[src/rtl/hazard_pkg.sv]
// Shared types and defaults for the pipeline hazard sequencer.
package hazard_pkg;

   typedef enum logic [1:0] {
      RUN      = 2'd0,
      MUL_BUSY = 2'd1,
      MUL_LAST = 2'd2
   } hs_state_e;

   localparam int MUL_CYCLES_DEF = 4;
   localparam int CNT_W_DEF      = 16;
   localparam int MCNT_W         = 4;

endpackage

[src/rtl/hazard_sequencer_sat_counter.sv]
// Saturating up-counter with synchronous clear; holds at all-ones.
module sat_counter #(
   parameter int W = 16
) (
   input  logic         clk_i,
   input  logic         rst_i,
   input  logic         clr_i,
   input  logic         inc_i,
   output logic [W-1:0] cnt_o
);

   logic [W-1:0] cnt_d, cnt_q;

   always_comb begin
      cnt_d = cnt_q;
      if (clr_i)
         cnt_d = '0;
      else if (inc_i && (cnt_q != {W{1'b1}}))
         cnt_d = cnt_q + 1'b1;
   end

   always_ff @(posedge clk_i or posedge rst_i) begin
      if (rst_i) cnt_q <= '0;
      else       cnt_q <= cnt_d;
   end

   assign cnt_o = cnt_q;

endmodule

[src/rtl/hazard_sequencer.sv]
// Stall/flush control for a 5-stage pipeline: multi-cycle MUL freeze,
// load-use interlock and taken-branch flush, plus stall/flush counters.
module hazard_sequencer
   import hazard_pkg::*;
#(
   parameter int MUL_CYCLES = MUL_CYCLES_DEF,
   parameter int CNT_W      = CNT_W_DEF
) (
   input  logic             clk_i,
   input  logic             rst_i,
   input  logic [4:0]       Rs1_i,
   input  logic [4:0]       Rs2_i,
   input  logic             MemRead_ex_i,
   input  logic [4:0]       Rd_ex_i,
   input  logic             MulEx_i,
   input  logic             BranchTaken_i,
   output logic             PCWrite_o,
   output logic             IFIDWrite_o,
   output logic             IDEXWrite_o,
   output logic             IDEXBubble_o,
   output logic             EXMEMBubble_o,
   output logic             IFFlush_o,
   output logic [CNT_W-1:0] StallCnt_o,
   output logic [CNT_W-1:0] FlushCnt_o
);

   hs_state_e         state_d, state_q;
   logic [MCNT_W-1:0] mcnt_d, mcnt_q;
   logic              freeze, loaduse;

   assign freeze  = (state_q == MUL_BUSY) || ((state_q == RUN) && MulEx_i);
   assign loaduse = MemRead_ex_i && (Rd_ex_i != 5'd0) &&
                    ((Rd_ex_i == Rs1_i) || (Rd_ex_i == Rs2_i));

   // The RUN cycle that sees MulEx_i is the first freeze cycle, so the
   // busy phase only needs MUL_CYCLES-2 more cycles (mcnt counts to 0).
   always_comb begin
      state_d = state_q;
      mcnt_d  = mcnt_q;
      unique case (state_q)
         RUN: begin
            if (MulEx_i) begin
               if (MUL_CYCLES == 2) begin
                  state_d = MUL_LAST;
               end else begin
                  state_d = MUL_BUSY;
                  mcnt_d  = MCNT_W'(MUL_CYCLES - 3);
               end
            end
         end
         MUL_BUSY: begin
            if (mcnt_q == '0) state_d = MUL_LAST;
            else              mcnt_d  = mcnt_q - 1'b1;
         end
         MUL_LAST: state_d = RUN;
         default:  state_d = RUN;
      endcase
   end

   always_ff @(posedge clk_i or posedge rst_i) begin
      if (rst_i) begin
         state_q <= RUN;
         mcnt_q  <= '0;
      end else begin
         state_q <= state_d;
         mcnt_q  <= mcnt_d;
      end
   end

   always_comb begin
      PCWrite_o     = 1'b1;
      IFIDWrite_o   = 1'b1;
      IDEXWrite_o   = 1'b1;
      IDEXBubble_o  = 1'b0;
      EXMEMBubble_o = 1'b0;
      IFFlush_o     = 1'b0;
      if (rst_i) begin
         PCWrite_o     = 1'b0;
         IFIDWrite_o   = 1'b0;
         IDEXWrite_o   = 1'b0;
         IDEXBubble_o  = 1'b1;
         EXMEMBubble_o = 1'b1;
      end else if (freeze) begin
         PCWrite_o     = 1'b0;
         IFIDWrite_o   = 1'b0;
         IDEXWrite_o   = 1'b0;
         EXMEMBubble_o = 1'b1;
      end else if (loaduse) begin
         PCWrite_o     = 1'b0;
         IFIDWrite_o   = 1'b0;
         IDEXBubble_o  = 1'b1;
      end else if (BranchTaken_i) begin
         IFFlush_o     = 1'b1;
      end
   end

   sat_counter #(.W(CNT_W)) u_stall_cnt (
      .clk_i (clk_i),
      .rst_i (rst_i),
      .clr_i (1'b0),
      .inc_i (~PCWrite_o),
      .cnt_o (StallCnt_o)
   );

   sat_counter #(.W(CNT_W)) u_flush_cnt (
      .clk_i (clk_i),
      .rst_i (rst_i),
      .clr_i (1'b0),
      .inc_i (IFFlush_o),
      .cnt_o (FlushCnt_o)
   );

endmodule

[config.mk]
export PLATFORM = sky130hd
export DESIGN_NAME = hazard_sequencer
export DESIGN_NICKNAME = d
export VERILOG_FILES = /design/src/rtl/hazard_pkg.sv /design/src/rtl/hazard_sequencer_sat_counter.sv /design/src/rtl/hazard_sequencer.sv
export SDC_FILE = /design/constraint.sdc
export NUM_CORES = 1
export LEC_CHECK = 0
export ABC_AREA = 0
export ABC_CLOCK_PERIOD_IN_PS = 2000
export BUFFER_PORTS_ARGS = -buffer_cell sky130_fd_sc_hd__buf_2
export CAP_MARGIN = 30
export CORE_MARGIN = 4
export CORE_UTILIZATION = 35
export CTS_CLUSTER_DIAMETER = 40
export DETAILED_ROUTE_END_ITERATION = 16
export GPL_TIMING_DRIVEN = 0
export PLACE_DENSITY_LB_ADDON = 0.1
export REMOVE_ABC_BUFFERS = 1
export SYNTH_ARGS = -nofsm -noshare
export SYNTH_HDL_FRONTEND = slang
export SYNTH_SLANG_ARGS = --single-unit
[constraint.sdc]
create_clock -name clk_i -period 2 [get_ports clk_i]
set_clock_uncertainty 0.1 [all_clocks]
set_input_delay 0.2 -clock clk_i [delete_from_list [all_inputs] [get_ports clk_i]]
set_output_delay 0.2 -clock clk_i [all_outputs]
set_load 0.02 [all_outputs]
==> results of run 1 <==
==> cells by family after synthesis <==
logic type	count (synthesis)	share of synthesized area, %
buffers and inverters	11	2.63
muxes	3	1.69
AOI/OAI and AO/OA	19	8.09
and+or+nand+nor	79	20.7
xor gates and xnor gates	38	16.7
DFF	38	47.7
adders and majority gates	4	2.51
==> final timing paths <==
path	endpoint	slack (ns)
hold / removal	state_q[0]$_DFFE_PP0P_	0.30
hold reg to reg	u_stall_cnt.cnt_o[8]$_DFFE_PP0P_	0.38
min in group asynchronous	u_stall_cnt.cnt_o[11]$_DFFE_PP0P_	0.40
max in group asynchronous	u_flush_cnt.cnt_o[2]$_DFFE_PP0P_	1.20
setup / recovery	u_flush_cnt.cnt_o[8]$_DFFE_PP0P_	-0.02
setup reg to reg	u_flush_cnt.cnt_o[8]$_DFFE_PP0P_	-0.02
==> sequential cells by signal, indices dropped and copies added (netlist names) <==
signal             flops
u_flush_cnt.cnt_o     16
u_stall_cnt.cnt_o     16
state_q                2
mcnt_q                 4
==> per-stage QoR <==
stage | TNS, ns | std cells | hold WS (ns) | area (µm²)
after floorplan | -19.80 | 190 | 0.309 | 1980
after global placement | -27.63 | 319 | 0.370 | 2350
after detailed placement | -7.83 | 319 | 0.328 | 2350
after CTS | 0 | 344 | 0.294 | 2610
after global routing | -0.968 | 351 | 0.319 | 2700
final | -0.0252 | 351 | 0.302 | 2700
==> cell usage after synthesis (2+ instances only) <==
master	count	share of area (%)
ha_1	4	2.5
xnor2_1	10	4.4
nand4_1	3	0.94
and3_1	7	2.2
nor4_1	5	1.6
mux2_2	3	1.7
nor3_1	7	1.8
o21ai_0	2	0.50
dfrtp_1	38	48
a21oi_1	4	1.0
o21ai_4	2	1.6
nor2_1	17	3.2
inv_1	8	1.5
and4_1	2	0.88
nor3b_1	2	0.75
nor3_2	2	1.0
a22o_1	2	0.88
nand3_1	15	3.8
nand2_1	14	2.6
xor2_1	28	12
==> metal layers <==
metal	share of wire, %	GRT usage [%]	vias to the layer above
met4	1.0	3.51	0
met2	47	22.0	36
met3	4.9	4.64	7
met5	0	0	-
met1	47	19.8	809
li1	-	-	836
==> cell usage in the layout (no fill, tap or decap), drive strengths merged <==
cell type    synthesis  routed
ha                   4       4
o211ai               1       1
dlygate4sd3          0       1
buf                  2      80
mux2                 3       3
and3                 7       7
nand4                3       3
and4bb               1       1
nand2               14      14
nor3                 9       9
or4                  1       1
a22o                 2       2
clkbuf               0       7
nand2b               1       1
o21ai                4       4
o41a                 1       1
dfrtp               38      38
nor2                17      17
nor4                 5       5
xor2                28      28
xnor2               10      10
a22oi                2       2
and2                 2       2
clkinv               0       1
nor3b                2       2
and4                 2       2
a41oi                1       1
o21bai               1       1
nand3               15      15
a21oi                4       4
a21o                 1       1
inv                  9       9
o2111ai              1       1
a31oi                1       1
==> critical path, delay by kind of cell, from the launching register on <==
kind / cells / cell delay, ns
and+or+nand+nor: 3 / 0.41
AOI/OAI and AO/OA: 2 / 0.69
buffers and inverters: 1 / 0.19
xor gates and xnor gates: 1 / 0.15
DFF: 1 / 0.38
==> final cells by class <==
class / count / area [µm²] / share of cell area (%)
clock buffers: 7 / 86.3 / 3.20
clock inverters: 1 / 5.00 / 0.186
inverters: 9 / 38.8 / 1.44
multi-input cells: 143 / 1040 / 38.7
flip-flops and latches: 38 / 953 / 35.3
well taps: 72 / 90.1 / 3.34
repair buffers: 81 / 480 / 17.8
==> where the power goes <==
part | internal [mW] | switching [mW] | leakage, nW
clock | 0.278 | 0.271 | 0.0482
sequential | 0.977 | 0.214 | 0.460
combinational | 0.573 | 0.725 | 0.826
total | 1.83 | 1.21 | 1.33
==> timing repair <==
item,in CTS,in global routing
hold endpoints to repair,38,0
setup endpoints to repair,19,18
buffers inserted,15,7
resized for setup,8,8
hold buffers,2,0
pin swaps,3,4
==> run summary, run 1 <==
Ant. Diodes - 0
Initial Util - 36.2%
Reg2reg start - u_flush_cnt.cnt_o[6]$_DFFE_PP0P_
Fillers - 557
DR vias/cell - 4.81
Max Transition Viols Final - 0
GRT overflow - 0
Hold path depth - 4
Power Density - 1130 mW/mm²
Vias - 1688
Gp weighted congestion - 0.730
Root buffer selected by CTS - clkbuf_8
DP Worst Slack - -0.514 ns
Status - finished, violations left
Min-delay src - MulEx_i
Final setup fails - 4
Max Buffers Root-to-Sink - 2
Crit-path cells - and4_4, nand3_4, o41a_1, o211ai_1, buf_4, nor3_1, xor2_1
Ys flop type - dfrtp_1
Max_cap viols - 0
Total Nets Final - 302
Number of flops mapped to enable cells by yosys - 0
Total power - 3.04 mW
Worst reg2reg path depth - 7
Synthesized area - 0.00199 mm²
Detailed placement HPWL - 3280 µm
Yosys cell types - 37
Die area - 0.00697 mm²
Critical path endpoint category - flop
Actual slew at the worst max-slew pin - 0.581 ns
Row count - 27
Routed WL per cell - 13.7 µm
Leakage - 1.33 nW
Failing checks - negative setup slack
Layout cells sized above 1 - 40.1%
ANT nets after route - 0
Final wirelength - 4800 µm
Finished Core Util - 49.0%
FF+latch count, synth - 38
First-pass GRT wire length - 8060 µm
Worst-skew pair later-pin latency - 0.29 ns
CP peak stage delay - 0.46 ns
DRT Pass-1 Iters - 4
Async S/R FF share, synth - 100%
Tot GR Track Use - 14.4%
Worst hold path class - primary input to flop
TritonCTS buffer count - 5
Max Fclk - 0.496 GHz
Die Ht - 83.5 µm
I/O Buffers - 57
Req. time, crit path - 2.07 ns
Synth Warn # - 0
Boundary Pins - 58
Worst Path Arrival - 2.08 ns
Die width - 83.5 µm
# clock sinks - 38
Synth-to-Final Area Change - 35.3%
Largest net degree at the start of global routing - 39
Vias in the first global route - 1675
Avg Inst Size Synth - 10.4 µm²
Crit-path max FO - 4
CP startpoint - u_flush_cnt.cnt_o[6]$_DFFE_PP0P_
Max IR drop VDD - 0.516 mV
Sequential share of the synthesized area - 47.7%
Unrepaired setup endpoints after global routing - true
Final min period - 2.02 ns
Initial antenna violation count - 0
TritonCTS clock tree - done
Startpoint types - flop
H-tree Lvls - 2
DR iter-0 viols - 81
Slowest stage cell, crit path - o41a_1
Core Area - 0.00551 mm²
Syn Inst Count - 192
Drc violations - 0
Final hold vios - 0
Clock transition at path regs - 0.07 ns
Worst Slack Setup Final - -0.0156 ns
Max-slew headroom - 61.3%
Critical path class - flop to flop
Tcrit/Tclk final - 101%
Note: power is estimated with default switching activity, not from simulation.
==> run 2: changes to the inputs <==
--- a/config.mk
+++ b/config.mk
@@ -15,6 +15,7 @@
 export DETAILED_ROUTE_END_ITERATION = 16
 export GPL_TIMING_DRIVEN = 0
 export PLACE_DENSITY_LB_ADDON = 0.1
+export RECOVER_POWER = 100
 export REMOVE_ABC_BUFFERS = 1
 export SYNTH_ARGS = -nofsm -noshare
 export SYNTH_HDL_FRONTEND = slang
==> run summary, run 2 (synthesis results as in run 1) <==
Switching Share - 40.0% (+0.15 points)
I/O Buffers - 57 (unchanged)
Core Area - 0.00551 mm² (unchanged)
GRT overflow - 0 (unchanged)
Root buffer selected by CTS - clkbuf_8
Grt met1 use - 19.8% (unchanged)
H-tree Lvls - 2 (unchanged)
Initial antenna violation count - 0 (unchanged)
Die area - 0.00697 mm² (unchanged)
Vias - 1676 (-0.71%)
Total Nets Final - 302 (unchanged)
Startpoint types - flop
Dpl cell area - 0.00235 mm² (unchanged)
TritonCTS buffer count - 5 (unchanged)
Initial Util - 36.2% (unchanged)
Max Fclk - 0.496 GHz (about the same)
Power Density - 1130 mW/mm² (+0.61%)
Crit-path cells - and4_4, nand3_4, o41a_1, o211ai_1, buf_4, nor3_1, xor2_1
Vias in the first global route - 1675 (unchanged)
Total power - 3.03 mW (-0.23%)
Worst Path Arrival - 2.08 ns (about the same)
Max Transition Viols Final - 0 (unchanged)
Slowest stage cell, crit path - o41a_1
ANT nets after route - 0 (unchanged)
Worst reg2reg path depth - 7 (unchanged)
Failing checks - negative setup slack
Commonest non-fill, non-tap cells in the layout - 51 x buf_2, 36 x dfrtp_1, 28 x xor2_1
Clock network fraction of total power - 18.1% (about the same)
Layout cells sized above 1 - 38.0% (-2.2 points)
Clock transition at path regs - 0.07 ns (about the same)
Die Ht - 83.5 µm (unchanged)
Gp weighted congestion - 0.730 (unchanged)
# clock sinks - 38 (unchanged)
Worst-skew pair later-pin latency - 0.29 ns (about the same)
DR vias/cell - 4.77 (-0.71%)
Max_cap viols - 0 (unchanged)
Critical path class - flop to flop
DP Worst Slack - -0.514 ns (unchanged)
TritonCTS clock tree - done
R2r endpoint - u_flush_cnt.cnt_o[8]$_DFFE_PP0P_
Boundary Pins - 58 (unchanged)
Sequential share of power - 39.4% (+0.2 points)
Max IR drop VDD - 0.516 mV (about the same)
Status - finished, violations left
Synth-to-Final Area Change - 34.1%
GRT Max-Usage Layer - met2
Final hold vios - 0 (unchanged)
Tot GR Track Use - 14.4% (unchanged)
Reg2reg start - u_flush_cnt.cnt_o[6]$_DFFE_PP0P_
CP startpoint - u_flush_cnt.cnt_o[6]$_DFFE_PP0P_
Worst Slack Setup Final - -0.0145 ns (+0.00109 ns)
Max Buffers Root-to-Sink - 2 (unchanged)
Max-slew headroom - 36.8% (-24 points)
P_sw - 1.21 mW (+0.14%)
CP peak stage delay - 0.46 ns (about the same)
Detailed placement HPWL - 3280 µm (unchanged)
Logic pwr share - 42.5% (-0.2 points)
First-pass GRT wire length - 8060 µm (unchanged)
R2r setup slk - -0.01 ns (about the same)
Ant. Diodes - 0 (unchanged)
GR Util met2 - 22.0% (unchanged)
Final setup fails - 4 (unchanged)
Most common cell after layout, fill and taps aside - buf_2
Unrepaired setup endpoints after global routing - true
Final wirelength - 4800 µm (about the same)
DR iter-0 viols - 69 (-15%)
Worst setup path end - u_flush_cnt.cnt_o[8]$_DFFE_PP0P_
Met3 usage - 4.64% (unchanged)
Crit-path max FO - 4 (unchanged)
Row count - 27 (unchanged)
Tcrit/Tclk final - 101% (about the same)
Final hold slack - 0.302 ns (+0.000642 ns)
Req. time, crit path - 2.07 ns (about the same)
Critical path endpoint category - flop
Final setup TNS - -0.0205 ns (+0.00463 ns)
Drc violations - 0 (unchanged)
Leakage - 1.31 nW (-1.8%)
Worst hold path class - primary input to flop
Internal power - 1.82 mW (-0.47%)
Actual slew at the worst max-slew pin - 0.948 ns (+0.368 ns)
Largest net degree at the start of global routing - 39 (unchanged)
DRT Pass-1 Iters - 4 (unchanged)
Final Cell Area - 0.00268 mm² (-0.83%)
Final min period - 2.01 ns (-0.00109 ns)
Die width - 83.5 µm (unchanged)
Routed WL per cell - 13.7 µm (about the same)
-- run 2: cell count changes in the layout (fill, tap and decap cells not counted), sizes merged --
cell	previous run	this run
buf	80	73
clkbuf	7	14
-- run 2: power groups by stage --
stage	combinational (mW)	sequential, mW	clock (mW)
floorplan	0.614	1.36	0
global placement	1.11	1.22	0
detailed placement	1.12	1.23	0
CTS	1.27	1.19	0.572
global route	1.43	1.23	0.616
finish	1.29	1.19	0.549
-- run 2: per-stage QoR --
stage | std cells | util (%)
2_1_floorplan | 190 | -
3_3_place_gp | 319 | 42.7
3_5_place_dp | 319 | 42.7
4_1_cts | 344 | 47.4
5_1_grt | 351 | 48.6
6_report | 351 | 48.6
-- run 2: how the worst min path moves through the flow --
stage	from	endpoint	slack (ns)	cells past startpoint
after floorplan	rst_i	mcnt_q[0]$_DFFE_PP0P_	0.31	1
after global placement	u_stall_cnt.cnt_o[8]$_DFFE_PP0P_	u_stall_cnt.cnt_o[8]$_DFFE_PP0P_	0.37	1
after detailed placement	rst_i	mcnt_q[2]$_DFFE_PP0P_	0.33	2
after CTS	MulEx_i	state_q[0]$_DFFE_PP0P_	0.29	4
after global routing	MulEx_i	state_q[0]$_DFFE_PP0P_	0.32	4
final	MulEx_i	state_q[0]$_DFFE_PP0P_	0.30	4
-- run 2: cell type report --
cell class / instances / area [µm²]
clock buffers: 7 / 86.3
clock inverters: 1 / 5.00
fillers: 561 / 2830
inverters: 9 / 38.8
multi-input cells: 143 / 1040
flip-flops and latches: 38 / 953
well taps: 72 / 90.1
repair buffers: 81 / 458
-- run 2: per-layer routing --
metal	up-vias	wire length [µm]
li1	836	-
met1	801	2300
met2	32	2230
met3	7	215
met4	0	48
met5	-	0
-- run 2: critical path: cells and delay by family, from the launching register on --
| kind | cells | cell delay [ns] |
|---|---|---|
| AND/OR/NAND/NOR | 3 | 0.41 |
| AO/OA/AOI/OAI | 2 | 0.69 |
| flip-flops | 1 | 0.38 |
| XOR/XNOR | 1 | 0.15 |
| buffers and inverters | 1 | 0.19 |
-- run 2: what timing repair did --
| item | in CTS | in global routing |
|---|---|---|
| buffers inserted | 15 | 7 |
| hold endpoints to repair | 38 | 0 |
| hold buffers | 2 | 0 |
| gates resized for setup | 8 | 8 |
| pin swaps | 3 | 4 |
| endpoints found under the setup margin | 19 | 18 |
==> run 3: changes to the inputs <==
--- a/config.mk
+++ b/config.mk
@@ -14,9 +14,10 @@
 export CTS_CLUSTER_DIAMETER = 40
 export DETAILED_ROUTE_END_ITERATION = 16
 export GPL_TIMING_DRIVEN = 0
-export PLACE_DENSITY_LB_ADDON = 0.1
+export PLACE_DENSITY = 0.57
 export RECOVER_POWER = 100
 export REMOVE_ABC_BUFFERS = 1
+export SKIP_CTS_REPAIR_TIMING = 1
 export SYNTH_ARGS = -nofsm -noshare
 export SYNTH_HDL_FRONTEND = slang
 export SYNTH_SLANG_ARGS = --single-unit
==> run summary, run 3 (synthesis results as in run 1) <==
Tcrit/Tclk final - 104% (+3.6 points)
DRT Pass-1 Iters - 4 (unchanged)
Core Area - 0.00551 mm² (unchanged)
Initial antenna violation count - 0 (unchanged)
Dpl cell area - 0.00235 mm² (unchanged)
GRT overflow - 0 (unchanged)
Final Cell Area - 0.00266 mm² (-0.42%)
Clock transition at path regs - 0.07 ns (about the same)
TritonCTS buffer count - 5 (unchanged)
Final hold vios - 0 (unchanged)
Die width - 83.5 µm (unchanged)
Final setup TNS - -0.328 ns (-0.307 ns)
Power Density - 1100 mW/mm² (-2.5%)
Worst-skew pair later-pin latency - 0.28 ns (about the same)
Worst Slack Setup Final - -0.0866 ns (-0.0721 ns)
Root buffer selected by CTS - clkbuf_8
Max_cap viols - 0 (unchanged)
Met3 routed WL - 177 µm (-18%)
Vias in the first global route - 1598 (-4.6%)
Gp weighted congestion - 0.737 (+0.89%)
CP bufs+invs - 1 (unchanged)
DR vias/cell - 4.78 (about the same)
# clock sinks - 38 (unchanged)
H-tree Lvls - 2 (unchanged)
Boundary Pins - 58 (unchanged)
Final min period - 2.09 ns (+0.0721 ns)
First-pass GRT wire length - 7430 µm (-7.8%)
Total Nets Final - 298 (-1.3%)
Vias - 1653 (-1.4%)
Ant. Diodes - 0 (unchanged)
Unrepaired setup endpoints after global routing - true
Largest net degree at the start of global routing - 41 (+5.1%)
Min-delay src - MulEx_i
I/O Buffers - 57 (unchanged)
Final setup fails - 8 (+4)
Finished Core Util - 48.4% (-0.20 points)
Synth-to-Final Area Change - 33.6%
CP peak stage delay - 0.48 ns (+0.02 ns)
Drc violations - 0 (unchanged)
Max Used Layer - met4
Row count - 27 (unchanged)
Die Ht - 83.5 µm (unchanged)
Actual slew at the worst max-slew pin - 0.935 ns (-0.0134 ns)
Reg2reg start - u_flush_cnt.cnt_o[6]$_DFFE_PP0P_
Commonest non-fill, non-tap cells in the layout - 43 x buf_2, 34 x dfrtp_1, 28 x xor2_1
Layout cells sized above 1 - 36.5% (-1.5 points)
Startpoint types - flop
DR iter-0 viols - 53 (-23%)
Max Transition Viols Final - 0 (unchanged)
Leakage - 1.26 nW (-3.6%)
Max Fclk - 0.479 GHz (-3.5%)
Crit-path cells - and4_4, nand3_4, o41a_1, o211ai_1, buf_4, nor3_2, xor2_1
Detailed placement HPWL - 3230 µm (-1.7%)
Worst Path Arrival - 2.15 ns (+0.07 ns)
Worst hold path class - primary input to flop
Failing checks - negative setup slack
CP startpoint - u_flush_cnt.cnt_o[6]$_DFFE_PP0P_
Status - finished, violations left
Slowest stage cell, crit path - o41a_1
Tot GR Track Use - 12.8% (-1.5 points)
Die area - 0.00697 mm² (unchanged)
Max IR drop VDD - 0.415 mV (-20%)
Cell count after placement - 319 (unchanged)
Critical path class - flop to flop
Final wirelength - 4540 µm (-5.4%)
Largest delay share family, worst path - compound AO/OA/AOI/OAI gates
Req. time, crit path - 2.06 ns (about the same)
Max-slew headroom - 37.7% (+0.89 points)
Routed WL per cell - 13.1 µm (-4.0%)
Critical path endpoint category - flop
Non-Filler Instances - 346 (-1.4%)
Routed length on met2 - 2170 µm (-2.7%)
Crit-path max FO - 5 (+1)
Initial Util - 36.2% (unchanged)
Max Buffers Root-to-Sink - 2 (unchanged)
M1 WL - 2140 µm (-6.7%)
Most common cell after layout, fill and taps aside - buf_2
ANT nets after route - 0 (unchanged)
TritonCTS clock tree - done
[run 3: stage by stage]
stage                     power (mW)  setup WS, ns  hold WS, ns
after CTS                       2.84        -0.382      0.00731
after global routing            3.16        -0.145        0.286
after detailed placement        2.34        -0.534        0.317
after global placement          2.33         -1.09        0.371
final                           2.94       -0.0866        0.266
after floorplan                 1.97        -0.795        0.309
[run 3: per-layer routing]
layer,global-route usage (%),up-vias
met1,17.5,790
met5,0,-
met4,3.51,0
li1,-,830
met3,3.65,5
met2,20.0,28
[run 3: tightest hold or removal path: stages]
cell and delay, ns:
buf_2 0.10, o21bai_4 0.10, a22oi_1 0.19
[run 3: final timing paths]
check,end,slack (ns),depth (start not counted)
setup / recovery,u_flush_cnt.cnt_o[8]$_DFFE_PP0P_,-0.09,7
hold reg to reg,u_stall_cnt.cnt_o[8]$_DFFE_PP0P_,0.39,1
hold / removal,mcnt_q[0]$_DFFE_PP0P_,0.27,3
setup reg to reg,u_flush_cnt.cnt_o[8]$_DFFE_PP0P_,-0.09,7
min in group asynchronous,mcnt_q[3]$_DFFE_PP0P_,0.69,4
max in group asynchronous,u_flush_cnt.cnt_o[7]$_DFFE_PP0P_,0.47,4
[run 3: cell type report]
cell class                      count  area, µm²
Inverter                            9       43.8
Fill cell                         544       2840
Timing Repair Buffer               77        425
Clock buffer                        7       76.3
Multi-Input combinational cell    143       1070
Sequential cell                    38        956
Tap cell                           72       90.1
[run 3: power by group]
part | internal, mW | switching, mW | leakage [nW]
Combinational | 0.541 | 0.710 | 0.769
Clock | 0.240 | 0.241 | 0.0383
Sequential | 0.980 | 0.230 | 0.457
